<file path="src/rtl/mario_pkg.sv">
// Shared types and helpers for the Mario movement logic.
// Holds the state encoding, the default HID keycodes and a saturating clamp.
// No logic of its own; imported by the key scanner and the motion FSM.
package mario_pkg;

  typedef enum logic [2:0] {
    STANDING = 3'd0,
    WALK_L   = 3'd1,
    WALK_R   = 3'd2,
    JUMP     = 3'd3,
    FALL     = 3'd4
  } mario_state_t;

  // USB HID usage IDs for A, D and space.
  localparam logic [7:0] KEYCODE_A     = 8'h04;
  localparam logic [7:0] KEYCODE_D     = 8'h07;
  localparam logic [7:0] KEYCODE_SPACE = 8'h2C;

  // Saturate v into [lo, hi].
  function automatic int clamp(input int v, input int lo, input int hi);
    if (v < lo) return lo;
    if (v > hi) return hi;
    return v;
  endfunction

endpackage

</file>
<file path="src/rtl/mario_key_scan.sv">
// Scans all HID keycode slots for the left, right and jump keys.
// Purely combinational: zero latency, no flow control.
// Empty slots (8'h00) never match because none of the keycodes is zero.
module mario_key_scan #(
  parameter int         NUM_KEYS  = 6,
  parameter logic [7:0] KEY_LEFT  = 8'h04,
  parameter logic [7:0] KEY_RIGHT = 8'h07,
  parameter logic [7:0] KEY_JUMP  = 8'h2C
) (
  input  logic [8*NUM_KEYS-1:0] keycodes,
  output logic                  left_h,
  output logic                  right_h,
  output logic                  jump_h
);

  // OR together a match from every slot.
  always_comb begin
    left_h  = 1'b0;
    right_h = 1'b0;
    jump_h  = 1'b0;
    for (int i = 0; i < NUM_KEYS; i++) begin
      if (keycodes[8*i +: 8] == KEY_LEFT)  left_h  = 1'b1;
      if (keycodes[8*i +: 8] == KEY_RIGHT) right_h = 1'b1;
      if (keycodes[8*i +: 8] == KEY_JUMP)  jump_h  = 1'b1;
    end
  end

endmodule

</file>
<file path="src/rtl/mario_motion_fsm.sv">
// Player movement FSM: keys + collision flags -> registered signed per-frame velocities.
// State advances only on frame_tick; outputs update on the edge that samples it.
// Synchronous active-low Reset overrides frame_tick.
module mario_motion_fsm
  import mario_pkg::*;
#(
  parameter int         NUM_KEYS   = 6,
  parameter int         VEL_W      = 10,
  parameter int         MAX_WALK   = 4,
  parameter int         WALK_ACCEL = 1,
  parameter int         JUMP_VEL   = 12,
  parameter int         GRAVITY    = 1,
  parameter int         MAX_FALL   = 8,
  parameter int         JUMP_HOLD  = 6,
  parameter int         COYOTE     = 3,
  parameter logic [7:0] KEY_LEFT   = KEYCODE_A,
  parameter logic [7:0] KEY_RIGHT  = KEYCODE_D,
  parameter logic [7:0] KEY_JUMP   = KEYCODE_SPACE
) (
  input  logic                    Clk,
  input  logic                    Reset,
  input  logic                    frame_tick,
  input  logic                    is_ground,
  input  logic                    hit_ceiling,
  input  logic [8*NUM_KEYS-1:0]   keycodes,
  output logic signed [VEL_W-1:0] vel_x,
  output logic signed [VEL_W-1:0] vel_y,
  output logic [2:0]              state_o,
  output logic                    facing_right,
  output logic                    stand_still,
  output logic                    airborne
);

  localparam int HW = (JUMP_HOLD < 1) ? 1 : $clog2(JUMP_HOLD + 1);
  localparam int CW = (COYOTE < 1) ? 1 : $clog2(COYOTE + 1);
  localparam logic signed [VEL_W:0] ACC_W  = (VEL_W+1)'(WALK_ACCEL);
  localparam logic signed [VEL_W:0] GRAV_W = (VEL_W+1)'(GRAVITY);

  // Velocity limits must be representable as positive signed VEL_W values.
  if (JUMP_VEL >= 2**(VEL_W-1) || MAX_FALL >= 2**(VEL_W-1) || MAX_WALK >= 2**(VEL_W-1)) begin : g_param_err
    $error("mario_motion_fsm: JUMP_VEL, MAX_FALL and MAX_WALK must be below 2**(VEL_W-1)");
  end

  logic left_h, right_h, jump_h;

  mario_key_scan #(
    .NUM_KEYS (NUM_KEYS),
    .KEY_LEFT (KEY_LEFT),
    .KEY_RIGHT(KEY_RIGHT),
    .KEY_JUMP (KEY_JUMP)
  ) u_key_scan (
    .keycodes(keycodes),
    .left_h  (left_h),
    .right_h (right_h),
    .jump_h  (jump_h)
  );

  mario_state_t            state_q, state_d, gnd_state;
  logic signed [VEL_W-1:0] vel_x_q, vel_x_d, vel_y_q, vel_y_d;
  logic signed [VEL_W-1:0] vy_grav, vy_jump;
  logic signed [VEL_W:0]   vx_ext, vx_up, vx_dn, vy_ext, vy_g;
  logic [HW-1:0]           hold_q, hold_d;
  logic [CW-1:0]           coyote_q, coyote_d, coyote_dec;
  logic                    facing_q, facing_d, stand_q, stand_d, air_q, air_d;
  logic                    jump_prev_q;
  logic                    left_only, right_only, jump_edge, hold_live;
  int                      tgt;

  // Next-state and datapath for one frame, assuming frame_tick is high.
  always_comb begin
    // Holding both directions cancels out.
    left_only  = left_h & ~right_h;
    right_only = right_h & ~left_h;
    jump_edge  = jump_h & ~jump_prev_q;

    // Horizontal: step toward the target, never past it. Sums are one bit wider.
    tgt    = left_only ? -MAX_WALK : (right_only ? MAX_WALK : 0);
    vx_ext = {vel_x_q[VEL_W-1], vel_x_q};
    vx_up  = vx_ext + ACC_W;
    vx_dn  = vx_ext - ACC_W;
    if (int'(vx_ext) < tgt)      vel_x_d = VEL_W'(clamp(int'(vx_up), -MAX_WALK, tgt));
    else if (int'(vx_ext) > tgt) vel_x_d = VEL_W'(clamp(int'(vx_dn), tgt, MAX_WALK));
    else                         vel_x_d = vel_x_q;

    if (vel_x_d == '0)         gnd_state = STANDING;
    else if (vel_x_d[VEL_W-1]) gnd_state = WALK_L;
    else                       gnd_state = WALK_R;

    // Vertical: gravity saturates at terminal velocity; a live hold freezes vel_y.
    vy_ext     = {vel_y_q[VEL_W-1], vel_y_q};
    vy_g       = vy_ext + GRAV_W;
    vy_grav    = VEL_W'(clamp(int'(vy_g), -JUMP_VEL, MAX_FALL));
    hold_live  = jump_h && (hold_q != '0);
    vy_jump    = hold_live ? vel_y_q : vy_grav;
    coyote_dec = (coyote_q == '0) ? '0 : coyote_q - 1'b1;

    state_d  = state_q;
    vel_y_d  = vel_y_q;
    hold_d   = hold_q;
    coyote_d = coyote_q;

    case (state_q)
      STANDING, WALK_L, WALK_R: begin
        vel_y_d  = '0;
        state_d  = gnd_state;
        coyote_d = is_ground ? CW'(COYOTE) : coyote_dec;
        // Coyote check uses the count before this frame's decrement.
        if (jump_edge && (is_ground || coyote_q != '0)) begin
          vel_y_d = VEL_W'(-JUMP_VEL);
          hold_d  = HW'(JUMP_HOLD);
          state_d = JUMP;
        end else if (!is_ground && coyote_dec == '0) begin
          state_d = FALL;
        end
      end
      JUMP: begin
        if (hit_ceiling) begin
          vel_y_d = '0;
          hold_d  = '0;
          state_d = FALL;
        end else begin
          vel_y_d = vy_jump;
          // Once the key is released the hold is gone for this jump.
          hold_d  = hold_live ? hold_q - 1'b1 : '0;
          if (!vy_jump[VEL_W-1]) state_d = FALL;
        end
      end
      FALL: begin
        hold_d = '0;
        // vel_y is already non-negative here, so a ceiling contact has nothing to stop.
        if (is_ground) begin
          vel_y_d  = '0;
          coyote_d = CW'(COYOTE);
          state_d  = gnd_state;
        end else begin
          vel_y_d = vy_grav;
        end
      end
      default: begin
        vel_y_d = '0;
        hold_d  = '0;
        state_d = STANDING;
      end
    endcase

    facing_d = left_only ? 1'b0 : (right_only ? 1'b1 : facing_q);
    stand_d  = (state_d == STANDING) && (vel_x_d == '0);
    air_d    = (state_d == JUMP) || (state_d == FALL);
  end

  // Register all state and outputs once per frame; Reset wins over frame_tick.
  always_ff @(posedge Clk) begin
    if (!Reset) begin
      state_q     <= STANDING;
      vel_x_q     <= '0;
      vel_y_q     <= '0;
      hold_q      <= '0;
      coyote_q    <= CW'(COYOTE);
      jump_prev_q <= 1'b0;
      facing_q    <= 1'b1;
      stand_q     <= 1'b1;
      air_q       <= 1'b0;
    end else if (frame_tick) begin
      state_q     <= state_d;
      vel_x_q     <= vel_x_d;
      vel_y_q     <= vel_y_d;
      hold_q      <= hold_d;
      coyote_q    <= coyote_d;
      jump_prev_q <= jump_h;
      facing_q    <= facing_d;
      stand_q     <= stand_d;
      air_q       <= air_d;
    end
  end

  assign vel_x        = vel_x_q;
  assign vel_y        = vel_y_q;
  assign state_o      = state_q;
  assign facing_right = facing_q;
  assign stand_still  = stand_q;
  assign airborne     = air_q;

endmodule

</file>
<file path="config.mk">
export PLATFORM = sky130hd
export DESIGN_NAME = mario_motion_fsm
export DESIGN_NICKNAME = d
export VERILOG_FILES = /design/src/rtl/mario_pkg.sv /design/src/rtl/mario_key_scan.sv /design/src/rtl/mario_motion_fsm.sv
export SDC_FILE = /design/constraint.sdc
export NUM_CORES = 1
export LEC_CHECK = 0
export CAP_MARGIN = 20
export CELL_PAD_IN_SITES_DETAIL_PLACEMENT = 1
export CELL_PAD_IN_SITES_GLOBAL_PLACEMENT = 2
export CORE_MARGIN = 1.5
export CORE_UTILIZATION = 29
export CTS_CLUSTER_DIAMETER = 100
export DETAILED_ROUTE_END_ITERATION = 10
export PLACE_DENSITY_LB_ADDON = 0.12
export SLEW_MARGIN = 0
export SYNTH_ARGS = -nofsm -noshare
export SYNTH_HDL_FRONTEND = slang
export SYNTH_SLANG_ARGS = --single-unit
</file>
<file path="constraint.sdc">
create_clock -name Clk -period 7.7 [get_ports Clk]
set_clock_uncertainty 0.1 [all_clocks]
set_input_delay 1.54 -clock Clk [delete_from_list [all_inputs] [get_ports Clk]]
set_output_delay 1.54 -clock Clk [all_outputs]
set_load 0.01 [all_outputs]
</file>
## Yosys cells after proc, flatten, opt, wreduce, memory -nomap -nowiden

Index checks and enable logic that the tools add are counted.

- Flip-flop bits (word level): 32
- Output and inout port bits: 26

- Reduce and logical (&&, ||, !) cells: 21
- Bitwise operators: 6
- $add $sub $neg: 5
- Eq/ne operators: 27
- Multiplexer cells: 72
- Order comparisons: 8

Operator list:

| cell | number |
|---|---|
| two-way mux 10 bit | 18 |
| == test 8 x 3 -> 1 bit, second input constant | 12 |
| == test 8 x 6 -> 1 bit, second input constant | 6 |
| two-way mux 1 bit | 35 |
| greater-than comparator 10 x 32 -> 1 bit | 1 |
| greater-than comparator 11 x 32 -> 1 bit | 1 |
| less-than comparator 10 x 32 -> 1 bit | 1 |
| less-than comparator 11 x 32 -> 1 bit | 1 |
| two-way mux 32 bit | 1 |
| one-hot mux 10 bit (3 select lines) | 1 |
| two-way mux 3 bit | 9 |
| adder 10 x 2 -> 11 bit, second input constant | 2 |
| greater-than comparator 11 x 4 -> 1 bit, second input constant | 1 |
| greater-than comparator 11 x 5 -> 1 bit, second input constant | 1 |
| less-than comparator 11 x 3 -> 1 bit, second input constant | 1 |
| less-than comparator 11 x 5 -> 1 bit, second input constant | 1 |
| subtractor 10 x 2 -> 11 bit, second input constant | 1 |
| logical NOT 10 bit | 1 |
| two-way mux 2 bit | 5 |
| == test 3 x 2 -> 1 bit, second input constant | 3 |
| one-hot mux 3 bit (3 select lines) | 1 |
| == test 3 bit, second input constant | 2 |
| logical NOT 3 bit | 2 |
| one-hot mux 3 bit (2 select lines) | 1 |
| other kinds (17) | 31 |

## Logic depth before layout (Yosys ltp)

- Word-level depth: 29
- Gate-level depth with buffers: 18
- Gate-level depth less buffers: 17

## By module

A second synthesis with hierarchy kept.

- Cell total of the unflattened synthesis: 501
- Area, all modules: 3787.4 um^2

By module, submodules not included:

| module | cells each | area each (um^2) | instances |
|---|---|---|---|
| mario_motion_fsm | 458 | 3439.5 | 1 |
| mario_key_scan | 43 | 347.8 | 1 |

## Worst setup path after synthesis

No wires, ideal clock.

- Path type: in2reg
- From: in keycodes[4]
- To: reg state_q[1] (netlist: state_o[1])
- Stages: 17
- Slack: 1.754 ns
- Arrival time: 5.719 ns
- Required time: 7.473 ns
- Setup time: 0.127 ns
- Cells stage by stage: or4b_2 > or3_1 > o22ai_1 > or3_1 > inv_1 > ha_1 > inv_1 > ha_1 > a211o_1 > o211ai_1 > a31o_2 > clkbuf_1 > and2_2 > o2bb2a_4 > a2111o_1 > nor3_2 > a31oi_1

- Longest elaborated chain between the ends: 23
- Elaborated cells on any way between the ends: 59
- Classes of those cells: order compare (4); eq/ne (3); mux (44); bitwise (5); reduce/logical (3)

Ends and longest elaborated chain:

| element | line | RTL |
|---|---|---|
| from (decl) | mario_motion_fsm.sv:25 | `input logic [8*NUM_KEYS-1:0] keycodes,` |
| == test 8 x 3 -> 1 bit | mario_key_scan.sv:22 | `if (keycodes[8*i +: 8] == KEY_LEFT) left_h = 1'b1;` |
| two-way mux 1 bit (6 in a row) | mario_key_scan.sv:22 |  |
| NOT 1 bit | mario_motion_fsm.sv:73 | `right_only = right_h & ~left_h;` |
| bitwise AND 1 bit | mario_motion_fsm.sv:73 |  |
| two-way mux 3 bit | mario_motion_fsm.sv:77 | `tgt = left_only ? -MAX_WALK : (right_only ? MAX_WALK : 0);` |
| two-way mux 32 bit | mario_motion_fsm.sv:77 |  |
| less-than comparator 11 x 32 -> 1 bit / greater-than comparator 11 x 32 -> 1 bit (equally long branches) | mario_pkg.sv:21, mario_pkg.sv:22 |  |
| two-way mux 10 bit (tied with other cells) | mario_pkg.sv:21 | `if (v < lo) return lo;` |
| [... 2 more ...] | - |  |
| two-way mux 10 bit (on tied branches) | mario_pkg.sv:22, mario_pkg.sv:23 |  |
| two-way mux 10 bit (on tied branches) | mario_motion_fsm.sv:82, mario_pkg.sv:22 |  |
| two-way mux 10 bit | mario_motion_fsm.sv:81 | `if (int'(vx_ext) < tgt) vel_x_d = VEL_W'(clamp(int'(vx_up), -MAX_WALK, tgt));` |
| logical NOT 10 bit / two-way mux 2 bit (equally long branches) | mario_motion_fsm.sv:85, mario_motion_fsm.sv:86 |  |
| two-way mux 2 bit | mario_motion_fsm.sv:85 | `if (vel_x_d == '0) gnd_state = STANDING;` |
| two-way mux 3 bit | mario_motion_fsm.sv:112 | `end else if (!is_ground && coyote_dec == '0) begin` |
| two-way mux 3 bit | mario_motion_fsm.sv:108 | `if (jump_edge && (is_ground \|\| coyote_q != '0)) begin` |
| one-hot mux 3 bit (3 select lines) (*) | mario_motion_fsm.sv:102 | `case (state_q)` |
| to (signal assigned) | mario_motion_fsm.sv:164 | `state_q <= state_d;` |
| to (decl) | mario_motion_fsm.sv:58 | `mario_state_t state_q, state_d, gnd_state;` |

Mark *: on every way between the ends. The rest lies on a longest branch, timed or not. The select of a mux whose other input is x is not followed.
A chain may end at the register's enable or synchronous reset.

## Worst setup path after layout

- From: in keycodes[12]
- To: reg stand_q (netlist: stand_still)

- Longest elaborated chain between the ends: 24
- Elaborated cells on any way between the ends: 58
- Classes of those cells: order compare (4); eq/ne (3); mux (41); bitwise (5); reduce/logical (5)

Ends and longest elaborated chain:

| element | line | RTL |
|---|---|---|
| == test 8 x 3 -> 1 bit | mario_key_scan.sv:22 |  |
| two-way mux 1 bit (5 in a row) | mario_key_scan.sv:22 |  |
| NOT 1 bit | mario_motion_fsm.sv:73 |  |
| bitwise AND 1 bit | mario_motion_fsm.sv:73 |  |
| two-way mux 3 bit | mario_motion_fsm.sv:77 |  |
| two-way mux 32 bit | mario_motion_fsm.sv:77 |  |
| less-than comparator 11 x 32 -> 1 bit / greater-than comparator 11 x 32 -> 1 bit (equally long branches) | mario_pkg.sv:21, mario_pkg.sv:22 |  |
| two-way mux 10 bit (tied with other cells) | mario_pkg.sv:21 |  |
| [... 4 more ...] | - |  |
| two-way mux 10 bit | mario_motion_fsm.sv:81 |  |
| logical NOT 10 bit / two-way mux 2 bit (equally long branches) | mario_motion_fsm.sv:85, mario_motion_fsm.sv:147, mario_motion_fsm.sv:86 |  |
| two-way mux 2 bit | mario_motion_fsm.sv:85 |  |
| two-way mux 3 bit | mario_motion_fsm.sv:112 |  |
| two-way mux 3 bit | mario_motion_fsm.sv:108 |  |
| one-hot mux 3 bit (3 select lines) | mario_motion_fsm.sv:102 |  |
| logical NOT 3 bit | mario_motion_fsm.sv:147 | `stand_d = (state_d == STANDING) && (vel_x_d == '0);` |
| logical AND 1 bit (*) | mario_motion_fsm.sv:147 |  |
| to (signal assigned) | mario_motion_fsm.sv:171 | `stand_q <= stand_d;` |
| to (decl) | mario_motion_fsm.sv:64 | `logic facing_q, facing_d, stand_q, stand_d, air_q, air_d;` |

Marked as above.

==> run summary <==
DRC violations left -> 0
RSZ-0062 raised after global routing -> no
Antenna Nets Post-Route -> 0
Postcts setup bufs -> 0
Hold Path Class -> reg -> reg
Core area -> 12,100 sq um
IO buf count -> 78
Final Cycle Share -> 0.876
Average size of a mapped cell -> 7.36 sq um
Worst Path Required -> 7.77 ns
Area grow syn2layout -> 29.2%
Minimum clock period -> 6.75 ns
Chip width -> 115 um
Worst EP arrival -> 6.81 ns
Post-route setup slack -> 0.953 ns
Tot Pwr -> 1.40 mW
Vias in the first global route -> 3,971
Top-area cell type share of the netlist area -> 0.177
Synth top area cells -> dfxtp_1, ha_1, nor2_1
Post-Syn Area -> 3610 sq um
Detailed Place HPWL -> 9550 um
Layout cell share with drive strength beyond 1 -> 0.0564
Post-synth EDFFs -> 0
Die Ht -> 115 um
Power per Cell Area -> 301 nW/um^2
Post-place instance area -> 4490 sq um
CP endpoint kind -> flop
CTS Buf Count -> 5
Setup Viol. Count Final -> 0
Place WS -> 0.633 ns
Starting Density -> 0.300
Status -> complete, no violations
Max Cap Viol -> 0
Die area -> 13,100 sq um
Ant. Diodes -> 0
CTS tree -> yes
Max-slew headroom -> 0.305
Clock-pin slew on the worst setup and hold paths -> 0.05 ns
Commonest non-fill, non-tap cell in the layout -> clkdlybuf4s50_1
DR pass1 iterations -> 4
Wire length per cell -> 17.0 um
Seq cells post-synth -> 32
Cts hold-fix bufs -> 0
Worst skew pair latency -> 0.28 ns
Max-slew violations -> 0
Via-per-instance ratio -> 5.36
First-pass GRT wire length -> 20,200 um
Post-CTS Resized -> 0
Pin count of the biggest net entering global routing -> 28
Nets -> 636
Critical path's slowest cell -> o21ai_0
Finished layout cell area -> 4670 sq um
Yosys top cell by area -> dfxtp_1
Vias -> 3,849
Syn Inst Count -> 491
Critical path type -> in -> reg
Slew @ Worst Pin -> 1.03 ns
Initial DRC count -> 222
Clock Sinks -> 32
Clock H-tree levels -> 2
Total global routing overflow -> 0
Leakage -> 1.78 nW
Initial antenna violation count -> 0
Fillers -> 1,502
Setup TNS -> 0 ns
CP max FO -> 23
Total track usage -> 0.192
Synth unique cells -> 69
Worst-case vdd ir drop -> 0.0894 mV
Longest Clk Path Bufs -> 2
Commonest cells after routing, fill and taps aside -> clkdlybuf4s50_1, nor2_1, nand2_1
Crit path launch type -> input pin
Post-Syn Nets -> 578
RePlAce Congestion -> 0.858
IO Count -> 79
Final Hold Viols -> 0
Share of flip-flops with an asynchronous set or reset -> 0
CP max stage delay -> 0.84 ns
Most used DFF post-synth -> dfxtp_1
Total wire length -> 12,200 um
CTS root buf -> clkbuf_16
Synthesis Warnings -> 0
Sequential area share after synthesis -> 0.177
Cell Chain, Critical Path -> clkdlybuf4s50_1, or4b_2, or3_1, o21ai_0, or3_1, inv_1, ha_1, inv_1, ha_1, a21oi_1, o2111ai_1, o21ai_0, a21bo_2, a221oi_1, nor3_2, a31o_1
F_max -> 148 MHz
Std cell rows -> 40
==> final cells by class <==
type,instances,area [sq um],share of cell area
timing repair buffer,79,788,0.169
tap,168,210,0.0450
clock buffer,7,153,0.0327
inverter,28,105,0.0225
clock inverter,1,30.0,0.00643
multi-input combinational,403,2740,0.587
sequential,32,641,0.137
==> kinds of logic (layout without fill, tap and decap cells) <==
kind of cell	count (synthesis)	after routing	share of synthesized area
xor gates and xnor gates	20	20	0.0523
and+or+nand+nor	202	202	0.290
muxes	19	19	0.0537
DFF	32	32	0.177
adders and majority gates	34	34	0.118
AOI/OAI and AO/OA	128	128	0.246
buffers and inverters	56	115	0.0637
==> layer usage <==
metal | track usage | wire [um]
met5 | 0 | 0
met4 | 0.0325 | 82
met3 | 0.0371 | 562
met2 | 0.314 | 5540
met1 | 0.264 | 6030
==> critical path, delay by kind of cell <==
kind / cells / cell delay [ns]
AOI/OAI and AO/OA: 7 / 2.30
and+or+nand+nor: 4 / 1.31
buffers and inverters: 3 / 1.04
adders and majority gates: 2 / 0.62
==> sequential cells by signal, indices dropped and copies added, names as in the netlist <==
register,cells
airborne,1
jump_prev_q,1
coyote_q,2
vel_y,10
facing_right,1
hold_q,3
stand_still,1
vel_x,10
state_o,3
==> power breakdown <==
group          internal, mW  switching (mW)  leakage, nW
combinational         0.393           0.510         1.43
clock                 0.170          0.0725       0.0901
sequential            0.189          0.0687        0.261
total                 0.752           0.651         1.78
==> metrics by stage <==
step / instances / hold WS (ns) / util
after floorplan: 491 / 0.332 / -
after global placement: 710 / 0.342 / 0.372
after detailed placement: 710 / 0.364 / 0.372
after CTS: 718 / 0.371 / 0.387
after global routing: 718 / 0.407 / 0.387
final: 718 / 0.367 / 0.387
==> worst paths after layout <==
kind | from | end | slack [ns] | depth (start not counted)
worst min register to register | hold_q[1]$_SDFFE_PN0P_ | hold_q[1]$_SDFFE_PN0P_ | 0.37 | 2
worst min-delay path | hold_q[1]$_SDFFE_PN0P_ | hold_q[1]$_SDFFE_PN0P_ | 0.37 | 2
worst max-delay path | keycodes[12] | stand_still$_SDFFE_PN1P_ | 0.95 | 16
worst max register to register | vel_x[0]$_SDFFE_PN0P_ | state_o[1]$_SDFFE_PN0P_ | 3.05 | 15
==> cells in the mapped netlist (all sizes together), types with 4 or more instances <==
cell type   n
mux2i      16
dfxtp      32
nor2       52
o31ai       9
or4b        5
xnor2      11
nand4      11
ha         34
nor3       16
or3        11
o21ai      26
a21oi      32
inv        27
a211oi      5
nand2      50
nor2b       6
o211a       6
clkbuf     19
a31oi       4
o211ai     10
nor4        5
buf         9
nand3      14
nand2b      7
nor4b       4
and3        5
nor3b       4
xor2        8
Note: power is estimated with default switching activity, not from simulation.
